--- src/rtl/vga_char_mover.sv ---
// vga_char_mover: frame-synchronous sequencer for the origin and foreground
// colour of the character block drawn by the VGA picture generator.
// Once every FRAME_DIV frames, during vertical blanking, the block moves by
// `step` pixels on each axis and bounces off the screen edges. Every update
// that bounces also advances the foreground colour.
// Optional feature macro: VGA_CHAR_BLINK_EN. When it is defined, char_show
// toggles every BLINK_TICKS frame ticks. Otherwise char_show is tied high.
module vga_char_mover #(
    parameter int H_VALID   = 640,
    parameter int V_VALID   = 480,
    parameter int CHAR_W    = 256,
    parameter int CHAR_H    = 64,
    parameter int INIT_H    = 192,
    parameter int INIT_V    = 208,
    parameter int FRAME_DIV = 1
`ifdef VGA_CHAR_BLINK_EN
    ,
    parameter int BLINK_TICKS = 30
`endif
) (
    input  logic        vga_clk,
    input  logic        sys_rst_n,
    input  logic [9:0]  pix_x,
    input  logic [9:0]  pix_y,
    input  logic        run,
    input  logic [3:0]  step,
    output logic [9:0]  char_b_h,
    output logic [9:0]  char_b_v,
    output logic [15:0] fg_color,
    output logic        frame_tick,
    output logic [7:0]  bounce_cnt,
    output logic        char_show
);

    localparam logic [9:0] LIM_H   = 10'(H_VALID - CHAR_W);
    localparam logic [9:0] LIM_V   = 10'(V_VALID - CHAR_H);
    localparam logic [7:0] DIV_TOP = 8'(FRAME_DIV - 1);

    typedef enum logic [2:0] {IDLE, WAIT_EOF, MOVE_H, MOVE_V, DONE} state_t;

    state_t      state_reg, state_next;
    logic        at_last, at_last_reg, eof_reg, due;
    logic [7:0]  div_reg;
    logic [3:0]  step_reg;
    logic [9:0]  h_reg, v_reg;
    logic        dir_h_reg, dir_v_reg;     // 1 = right / down
    logic        bounce_h_reg, bounce_v_reg;
    logic [1:0]  color_idx_reg;
    logic [7:0]  bounce_cnt_reg;
    logic [11:0] h_step, v_step;           // {bounce, new_dir, new_pos}

    // One axis move: 11-bit sum so that a far overshoot cannot wrap.
    function automatic logic [11:0] axis_next(input logic [9:0] cur, input logic fwd,
                                              input logic [3:0] stp, input logic [9:0] lim);
        logic [10:0] sum;
        logic [11:0] res;
        sum = {1'b0, cur} + {7'b0, stp};
        res = {1'b0, fwd, cur};
        if (stp != 4'd0) begin
            if (fwd) begin
                if (sum >= {1'b0, lim}) res = {1'b1, 1'b0, lim};
                else                    res = {1'b0, 1'b1, sum[9:0]};
            end else begin
                if ({1'b0, cur} <= {7'b0, stp}) res = {1'b1, 1'b1, 10'd0};
                else                            res = {1'b0, 1'b0, cur - {6'b0, stp}};
            end
        end
        return res;
    endfunction

    assign at_last = (pix_x == 10'(H_VALID - 1)) && (pix_y == 10'(V_VALID - 1));
    assign due     = eof_reg && (div_reg == DIV_TOP);
    assign h_step  = axis_next(h_reg, dir_h_reg, step_reg, LIM_H);
    assign v_step  = axis_next(v_reg, dir_v_reg, step_reg, LIM_V);

    // Edge-detect the last active pixel so that each frame yields exactly one EOF pulse.
    always_ff @(posedge vga_clk or negedge sys_rst_n) begin
        if (!sys_rst_n) begin
            at_last_reg <= 1'b0;
            eof_reg     <= 1'b0;
        end else begin
            at_last_reg <= at_last;
            eof_reg     <= at_last & ~at_last_reg;
        end
    end

    // Frame divider: counts EOFs only while the FSM is active, and holds in IDLE.
    always_ff @(posedge vga_clk or negedge sys_rst_n) begin
        if (!sys_rst_n)                      div_reg <= 8'd0;
        else if (eof_reg && state_reg != IDLE) div_reg <= due ? 8'd0 : div_reg + 8'd1;
    end

    // FSM state register.
    always_ff @(posedge vga_clk or negedge sys_rst_n) begin
        if (!sys_rst_n) state_reg <= IDLE;
        else            state_reg <= state_next;
    end

    // Next-state logic. A due EOF wins over a simultaneous drop of run.
    always_comb begin
        state_next = state_reg;
        case (state_reg)
            IDLE:     if (run) state_next = WAIT_EOF;
            WAIT_EOF: begin
                if (due)       state_next = MOVE_H;
                else if (!run) state_next = IDLE;
            end
            MOVE_H:   state_next = MOVE_V;
            MOVE_V:   state_next = DONE;
            DONE:     state_next = run ? WAIT_EOF : IDLE;
            default:  state_next = IDLE;
        endcase
    end

    assign frame_tick = (state_reg == DONE);

    // Datapath: latch step, move each axis in its own cycle, then apply the colour and bounce count.
    always_ff @(posedge vga_clk or negedge sys_rst_n) begin
        if (!sys_rst_n) begin
            step_reg       <= 4'd0;
            h_reg          <= 10'(INIT_H);
            v_reg          <= 10'(INIT_V);
            dir_h_reg      <= 1'b1;
            dir_v_reg      <= 1'b1;
            bounce_h_reg   <= 1'b0;
            bounce_v_reg   <= 1'b0;
            color_idx_reg  <= 2'd0;
            bounce_cnt_reg <= 8'd0;
        end else begin
            case (state_reg)
                WAIT_EOF: if (due) step_reg <= step;
                MOVE_H: begin
                    h_reg        <= h_step[9:0];
                    dir_h_reg    <= h_step[10];
                    bounce_h_reg <= h_step[11];
                end
                MOVE_V: begin
                    v_reg        <= v_step[9:0];
                    dir_v_reg    <= v_step[10];
                    bounce_v_reg <= v_step[11];
                end
                DONE: begin
                    if (bounce_h_reg || bounce_v_reg) begin
                        color_idx_reg <= color_idx_reg + 2'd1;
                        if (bounce_cnt_reg != 8'hFF) bounce_cnt_reg <= bounce_cnt_reg + 8'd1;
                    end
                    bounce_h_reg <= 1'b0;
                    bounce_v_reg <= 1'b0;
                end
                default: ;
            endcase
        end
    end

    // Palette lookup: FEC0 -> FFFF -> F800 -> 07E0 -> FEC0.
    always_comb begin
        fg_color = 16'hFEC0;
        case (color_idx_reg)
            2'd0: fg_color = 16'hFEC0;
            2'd1: fg_color = 16'hFFFF;
            2'd2: fg_color = 16'hF800;
            2'd3: fg_color = 16'h07E0;
            default: fg_color = 16'hFEC0;
        endcase
    end

    assign char_b_h   = h_reg;
    assign char_b_v   = v_reg;
    assign bounce_cnt = bounce_cnt_reg;

`ifdef VGA_CHAR_BLINK_EN
    logic [15:0] blink_cnt_reg;
    logic        show_reg;

    // Blink counter advances on frame ticks only, so it holds naturally while IDLE.
    always_ff @(posedge vga_clk or negedge sys_rst_n) begin
        if (!sys_rst_n) begin
            blink_cnt_reg <= 16'd0;
            show_reg      <= 1'b1;
        end else if (frame_tick) begin
            if (blink_cnt_reg == 16'(BLINK_TICKS - 1)) begin
                blink_cnt_reg <= 16'd0;
                show_reg      <= ~show_reg;
            end else begin
                blink_cnt_reg <= blink_cnt_reg + 16'd1;
            end
        end
    end

    assign char_show = show_reg;
`else
    assign char_show = 1'b1;
`endif

endmodule

--- config.mk ---
export PLATFORM = sky130hd
export DESIGN_NAME = vga_char_mover
export DESIGN_NICKNAME = d
export VERILOG_FILES = /design/src/rtl/vga_char_mover.sv
export SDC_FILE = /design/constraint.sdc
export NUM_CORES = 1
export LEC_CHECK = 0
export ABC_AREA = 1
export CAP_MARGIN = 20
export CORE_MARGIN = 5
export CORE_UTILIZATION = 53
export DETAILED_ROUTE_END_ITERATION = 8
export PLACE_DENSITY = 0.88
export RECOVER_POWER = 25
export SYNTH_ARGS = -nofsm -noshare
export SYNTH_HDL_FRONTEND = slang
export SYNTH_SLANG_ARGS = --single-unit
--- constraint.sdc ---
create_clock -name vga_clk -period 2.6 [get_ports vga_clk]
set_input_delay 0.52 -clock vga_clk [delete_from_list [all_inputs] [get_ports vga_clk]]
set_output_delay 0.52 -clock vga_clk [all_outputs]
set_load 0.05 [all_outputs]
Word-level counts from Yosys, hierarchy flattened. Index checks and enable logic that the tools add are counted.

Bits in registers: 51.

Add/subtract/negate cells: 7. Magnitude comparators: 4. Equal/unequal tests: 12. Multiplexer cells: 17. Bitwise logic cells: 2. Reduce and logical (&&, ||, !) cells: 17.

Operators with widths (number): $mux W12 (8); $pmux W16 S4 (1); $add A10 B4 Y11 (2); $ge A11 B9 Y1 const B (2); $le A10 B4 Y1 (2); $sub A10 B4 Y10 (2); $add A8 B1 Y8 const B (2); $pmux W3 S5 (1); $eq A10 B10 Y1 const B (1); $eq A10 B9 Y1 const B (1); $reduce_and A2 Y1 (5); $mux W3 (3); $logic_not A8 Y1 (1); $mux W8 (1); $ne A8 B8 Y1 const B (1); $eq A3 B2 Y1 const B (2); $eq A2 B2 Y1 const B (2); $pmux W1 S2 (2); $reduce_bool A2 Y1 (2); $reduce_bool A4 Y1 (1); $eq A3 B1 Y1 const B (1); $eq A3 B3 Y1 const B (1); $logic_and A1 B1 Y1 (3); $logic_not A3 Y1 (1); other kinds (11) (11).

Logic depth before layout (Yosys ltp). Gate-level depths: netlist of run 1.

Depth in word-level cells: 6. Depth in mapped cells: 18. Depth with buffers taken out: 17.

Worst setup path before layout of run 1. OpenSTA, ideal clock, no wires.

Path type: register to register. Start: register v_reg[0], in the netlist char_b_v[0]. End: register v_reg[5], in the netlist char_b_v[5]. Setup time: 0.123 ns. Data arrival time: 2.137 ns. Data required time: 2.477 ns. Path slack: 0.340 ns. Cell stages (with the launch flop): 15. Buffers on the path: 0. Cells stage by stage: dfrtp_1 inv_1 ha_1 inv_1 fa_1 nand2_1 nand2_1 a21oi_1 nand2_1 nand2_1 nand2_1 nand2_2 inv_1 a21oi_1 a21oi_1.

Cells in the longest elaborated chain, start to end: 4.

RTL lines: start, declared (RTL line 45) `logic [9:0] h_reg, v_reg;`; start signal, assigned (RTL line 122) `v_reg <= 10'(INIT_V);`; start signal, assigned (RTL line 138) `v_reg <= v_step[9:0];`; $add A10 B4 Y11 (RTL line 57) `sum = {1'b0, cur} + {7'b0, stp};`; $ge A11 B9 Y1 (RTL line 61) `if (sum >= {1'b0, lim}) res = {1'b1, 1'b0, lim};`; $mux W12 (RTL line 61); $mux W12 (*) (RTL line 60) `if (fwd) begin`.

Every way passes the cells marked *; elsewhere a longest branch is shown, timed or not. A chain may end at the register's enable or synchronous reset.

Final worst setup path of run 1.
Start: register color_idx_reg[0]. End: output port fg_color[7].

Cells in the longest elaborated chain, start to end: 2.

RTL lines: start, declared (RTL line 48) `logic [1:0] color_idx_reg;`; start signal, assigned (RTL line 144) `color_idx_reg <= color_idx_reg + 2'd1;`; $eq A2 B2 Y1, or another cell as far along (RTL line 158) `case (color_idx_reg)`; $pmux W16 S4 (*) (RTL line 158); end, declared (RTL line 29) `output logic [15:0] fg_color,`.

Marked as above.

==> results of run 1 <==
metrics by stage:
stage	power, uW	util, %	setup WS [ns]
after global routing	1470	65.2	0.0404
final	1420	65.2	0.136
after CTS	1430	65.2	0.00442
after detailed placement	953	63.9	0.331
after floorplan	884	-	0.340
after global placement	950	63.9	0.392
timing repair:
action                     CTS  global route
setup endpoints to repair    1             1
resized for setup            1             1
cloned                       0             0
layer usage:
| layer | routed length, um | track usage [%] |
|---|---|---|
| met1 | 4090 | 28.3 |
| met2 | 4730 | 38.1 |
| met3 | 733 | 3.64 |
| met4 | 146 | 4.56 |
| met5 | 0 | 0 |
logic make-up (layout without fill, tap and decap cells):
logic type               count (synthesis)  count (layout)  share of synthesized area [%]
AO/OA/AOI/OAI                           48              48                           6.89
XOR/XNOR                                25              25                           5.53
adder cells (fa/ha/maj)                 27              27                           9.30
buffers and inverters                   96             156                           11.4
flip-flops                              51              51                           32.5
multiplexers                             6               6                           1.68
other                                    1               1                         0.0948
AND/OR/NAND/NOR                        275             275                           32.6
layout make-up:
cell class                 instances  area [um^2]  share of cell area [%]
multi-input combinational        382         2220                    47.0
inverter                          74          278                    5.88
clock inverter                     3         22.5                   0.477
tap                               99          124                    2.62
timing repair buffer              74          727                    15.4
sequential                        51         1280                    27.2
clock buffer                       5         68.8                    1.46
worst reg2reg max path, delay by kind of cell, from the launching register on:
kind / cells / cell delay (ns)
buf+inv: 4 / 0.30
flops: 1 / 0.44
simple gates: 8 / 0.61
compound gates: 2 / 0.33
fa+ha+maj: 2 / 0.56
final timing paths:
| kind | start | endpoint | slack (ns) |
|---|---|---|---|
| setup / recovery | color_idx_reg[0] | fg_color[7] | 0.14 |
| hold / removal | at_last_reg | eof_reg | 0.42 |
| max in group asynchronous | sys_rst_n | char_b_v[1] | 1.30 |
| min in group asynchronous | sys_rst_n | step_reg[2] | 0.54 |
| hold reg to reg | at_last_reg | eof_reg | 0.42 |
| setup reg to reg | char_b_v[0] | char_b_v[1] | 0.26 |
power breakdown:
group          total, uW  internal [uW]  switching, uW  leakage [uW]
clock                479            194            286     0.0000485
sequential           805            799           6.55      0.000676
combinational        133           61.2           71.4       0.00160
placed cells by master, fill, tap and decap left out, types with 3 or more instances in the layout:
cell	instances
a21oi_1	25
clkbuf_8	5
clkdlybuf4s50_1	68
dfrtp_1	44
dfstp_2	7
fa_1	4
ha_1	23
inv_1	64
inv_2	9
mux2_2	5
nand2_1	124
nand2_2	9
nand3_1	42
nand4_1	23
nor2_1	48
nor3_1	9
nor3_2	5
nor3b_1	4
o21ai_0	12
o31ai_1	3
xnor2_1	6
xor2_1	19
==> flow_summary.toml, run 1 <==
[outcome]
status = "finished, final reports clean"

[yosys]
synth-edff-count = 0
syn_nets = 583
ys_ff_latch = 51
yosysSeqAreaShare_pct = 32.5
synth_area_leaders = "dfrtp_1 (28%), nand2_1 (12%), ha_1 (7.3%)"
syn_area_per_cell_um2 = 7.48
synth_flop_cell = "dfrtp_1"
synth_cell_types = 40
synthesis.area_mm2 = 0.00396
synthDominantCellAreaShare_pct = 27.8
synth-async-reset-ratio_pct = 100
synth.most_common_cell = "nand2_1"
synth_top_area_cell = "dfrtp_1"
synth_common_cells = "nand2_1 (124), inv_1 (64), nor2_1 (48)"
yosysWarnings = 0
synth_cells = 529

[cts]
insertion_delay_ns = 0.31
cts.sink_count = 51
post_cts_buffers = 0
cts_tree = "yes"
cts_hold_buf = 0
cts-buffers-inserted = 5
cts-root-buf = "clkbuf_8"
path_clk_slew_ns = 0.10
clk_path_buf_depth = 2
htree_levels = 2

[critical_path]
crit_path_frequent_cell = "inv_1"
crit_required_ns = 2.08
start_kind = "register"
cp_num_buf_inv = 3
path_max_fanout = 5
r2r_cells = 16
worstPathCellList = "inv_1 -> ha_1 -> inv_1 -> clkdlybuf4s50_1"
end_kind = "primary output"
cpMaxStageDelayCell = "clkdlybuf4s50_1"
cp.arrival_ns = 1.94
cp_top_family = "buffers and inverters"
crit_cells = 4
crit_path_max_incr_delay_ns = 0.83
critical_path_class = "register to primary output"

[sta]
hold_ws_ns = 0.416
post-route-min-period_ns = 2.46
report.final.setup_viol = 0
worstMarginPinSlew_ns = 1.25
skew_ns = 0.00731
fin_crit_sh_pct = 94.8
rsz0062_at_grt = "false"
fmax_mhz = 406
hold_viol = 0
fin_setup_tns_ns = 0
max-slew-margin-rel_pct = 16.7
slew_violations = 0

[grt]
grt_pass1_wl_mm = 16.3
grt_overflow_total = 0
antenna_found_initial = 0
track_usage_pct = 21.8
grt_start_max_net_pins = 52
grt_pass1_vias = 3567

[drt]
drt-wirelength-per-cell_um = 14.1
routed-via-count = 3756
drtPass1Iterations = 5
vias_per_cell = 5.46
wl_mm = 9.71
ant_nets = 0
drtIter0Drc = 301
drc = 0

[layout]
final_cell_area_mm2 = 0.00473
syn2layout_area_growth_pct = 19.4
instances_no_fill = 688
num_antenna_cells = 0
final_layout_size_suffix_gt1_share_pct = 10.2
nets = 642
fillers = 640

[die]
die_w_um = 96.4
die_h_um = 96.4
core_mm2 = 0.00725
die_area_mm2 = 0.00929
rows = 31
io_pins = 73
initial_utilization_pct = 54.6

[placed_design]
place_area_mm2 = 0.00464
dpl.hpwl_mm = 7.55
placedCellCount = 680
gp_congestion = 0.979
portBuffers = 71

[power_and_ir_drop]
cellLeakagePower_uw = 0.00232
peakVddDrop_mv = 0.178
p_per_area_mw_per_mm2 = 300

[worst_hold_path]
worstHoldPathCells = 1
hp-class = "register to register"

[run]
max-cap-violations = 0
Power figures use the tool's default switching activity.
==> run 2: changes to the inputs <==
--- a/config.mk
+++ b/config.mk
@@ -12,6 +12,7 @@
 export DETAILED_ROUTE_END_ITERATION = 8
 export PLACE_DENSITY = 0.88
 export RECOVER_POWER = 25
+export SKIP_CTS_REPAIR_TIMING = 1
 export SYNTH_ARGS = -nofsm -noshare
 export SYNTH_HDL_FRONTEND = slang
 export SYNTH_SLANG_ARGS = --single-unit
==> flow_summary.toml, run 2 (same netlist as run 1, synthesis figures left out) <==
[power_and_ir_drop]
p_per_area_mw_per_mm2 = 300
cellLeakagePower_uw = 0.00234
peakVddDrop_mv = 0.179
power_uw = 1420

[die]
die_w_um = 96.4
rows = 31
io_pins = 73
die_area_mm2 = 0.00929
die_h_um = 96.4
core_mm2 = 0.00725
initial_utilization_pct = 54.6

[sta]
rsz0062_at_grt = "false"
fmax_mhz = 405
hold_viol = 0
report.final.setup_viol = 0
post-route-min-period_ns = 2.47
fin_setup_tns_ns = 0
max-slew-margin-rel_pct = 16.6
slew_violations = 0
fin_crit_sh_pct = 94.9
worstMarginPinSlew_ns = 1.25
skew_ns = 0.00731

[layout]
nets = 642
final_layout_size_suffix_gt1_share_pct = 10.2
fillers = 640
syn2layout_area_growth_pct = 19.5
final_common_cell = "nand2_1"
mostFrequentLayoutCells = "nand2_1 (124), clkdlybuf4s50_1 (68), inv_1 (64)"
final_cell_area_mm2 = 0.00473
num_antenna_cells = 0

[critical_path]
crit_path_max_incr_delay_ns = 0.83
path_max_fanout = 5
crit_required_ns = 2.08
critical_path_class = "register to primary output"
start_kind = "register"
crit_path_frequent_cell = "inv_1"
r2r_setup_slack_ns = 0.26
cp_top_family = "buffers and inverters"
end_kind = "primary output"
cp_num_buf_inv = 3
worstPathCellList = "inv_1 -> ha_1 -> inv_1 -> clkdlybuf4s50_1"
cp.arrival_ns = 1.95
rr_endpoint = "char_b_v[1]"
r2r_cells = 16
cpMaxStageDelayCell = "clkdlybuf4s50_1"
r2r_start = "char_b_v[0]"

[worst_hold_path]
holdPathEnd = "eof_reg"
worstHoldPathCells = 1
hold_start = "at_last_reg"
hp-class = "register to register"

[cts]
path_clk_slew_ns = 0.10
cts_tree = "yes"
cts-buffers-inserted = 5
htree_levels = 2
insertion_delay_ns = 0.31
cts.sink_count = 51
clk_path_buf_depth = 2
cts-root-buf = "clkbuf_8"

[outcome]
status = "finished, final reports clean"

[grt]
grt_start_max_net_pins = 52
antenna_found_initial = 0
grt_pass1_wl_mm = 16.3
grt_overflow_total = 0
track_usage_pct = 21.8
grt_pass1_vias = 3567

[placed_design]
dpl.hpwl_mm = 7.55
gp_congestion = 0.979
portBuffers = 71
place_area_mm2 = 0.00464

[drt]
drtIter0Drc = 301
drt-wirelength-per-cell_um = 14.1
wl_mm = 9.72
drtPass1Iterations = 5
vias_per_cell = 5.45
routed-via-count = 3753
ant_nets = 0
drc = 0

[run]
max-cap-violations = 0
==> run 2: cell types whose count changed in the layout (fill, tap and decap cells not counted) <==
| cell | before | now |
|---|---|---|
| dlymetal6s2s_1 | 1 | 2 |
| dlygate4sd2_1 | 1 | 0 |
==> run 2: power breakdown <==
| group | total, uW | leakage [uW] | switching, uW | internal [uW] |
|---|---|---|---|---|
| clock network | 481 | 0.0000485 | 287 | 194 |
| logic | 133 | 0.00161 | 71.4 | 61.2 |
| registers | 805 | 0.000676 | 6.55 | 799 |
| total | 1420 | 0.00234 | 365 | 1050 |
==> run 2: metrics by stage <==
stage	hold WS, ns	std cells	setup WS [ns]	utilization [%]
2_1_floorplan	0.224	529	0.340	-
3_3_place_gp	0.396	680	0.392	63.9
3_5_place_dp	0.406	680	0.331	63.9
4_1_cts	0.343	688	-0.000541	65.2
5_1_grt	0.435	688	0.0404	65.2
6_report	0.416	688	0.134	65.2
==> run 2: area by class of cell <==
type	instances	area [um^2]	area share [%]
clock inverters	3	22.5	0.476
repair buffers	74	731	15.4
multi-input cells	382	2220	47.0
flip-flops and latches	51	1280	27.2
well taps	99	124	2.62
clock buffers	5	68.8	1.46
inverters	74	278	5.87
==> run 2: metal layers <==
metal	wire length, um	share of wire [%]	vias up	global-route usage [%]
met3	751	7.7	18	3.64
met1	4090	42	1746	28.3
met5	0	0	-	0
met4	142	1.5	0	4.56
li1	-	-	1812	-
met2	4730	49	177	38.1
==> run 2: worst max path at each step <==
stage | depth (start not counted) | from | endpoint | slack, ns
after floorplan | 14 | char_b_v[0] | char_b_v[5] | 0.34
after global placement | 3 | color_idx_reg[0] | fg_color[8] | 0.39
after detailed placement | 14 | char_b_v[0] | char_b_v[5] | 0.33
after CTS | 3 | color_idx_reg[0] | fg_color[5] | -0.0005
after global routing | 4 | color_idx_reg[0] | fg_color[7] | 0.04
final | 4 | color_idx_reg[0] | fg_color[7] | 0.13
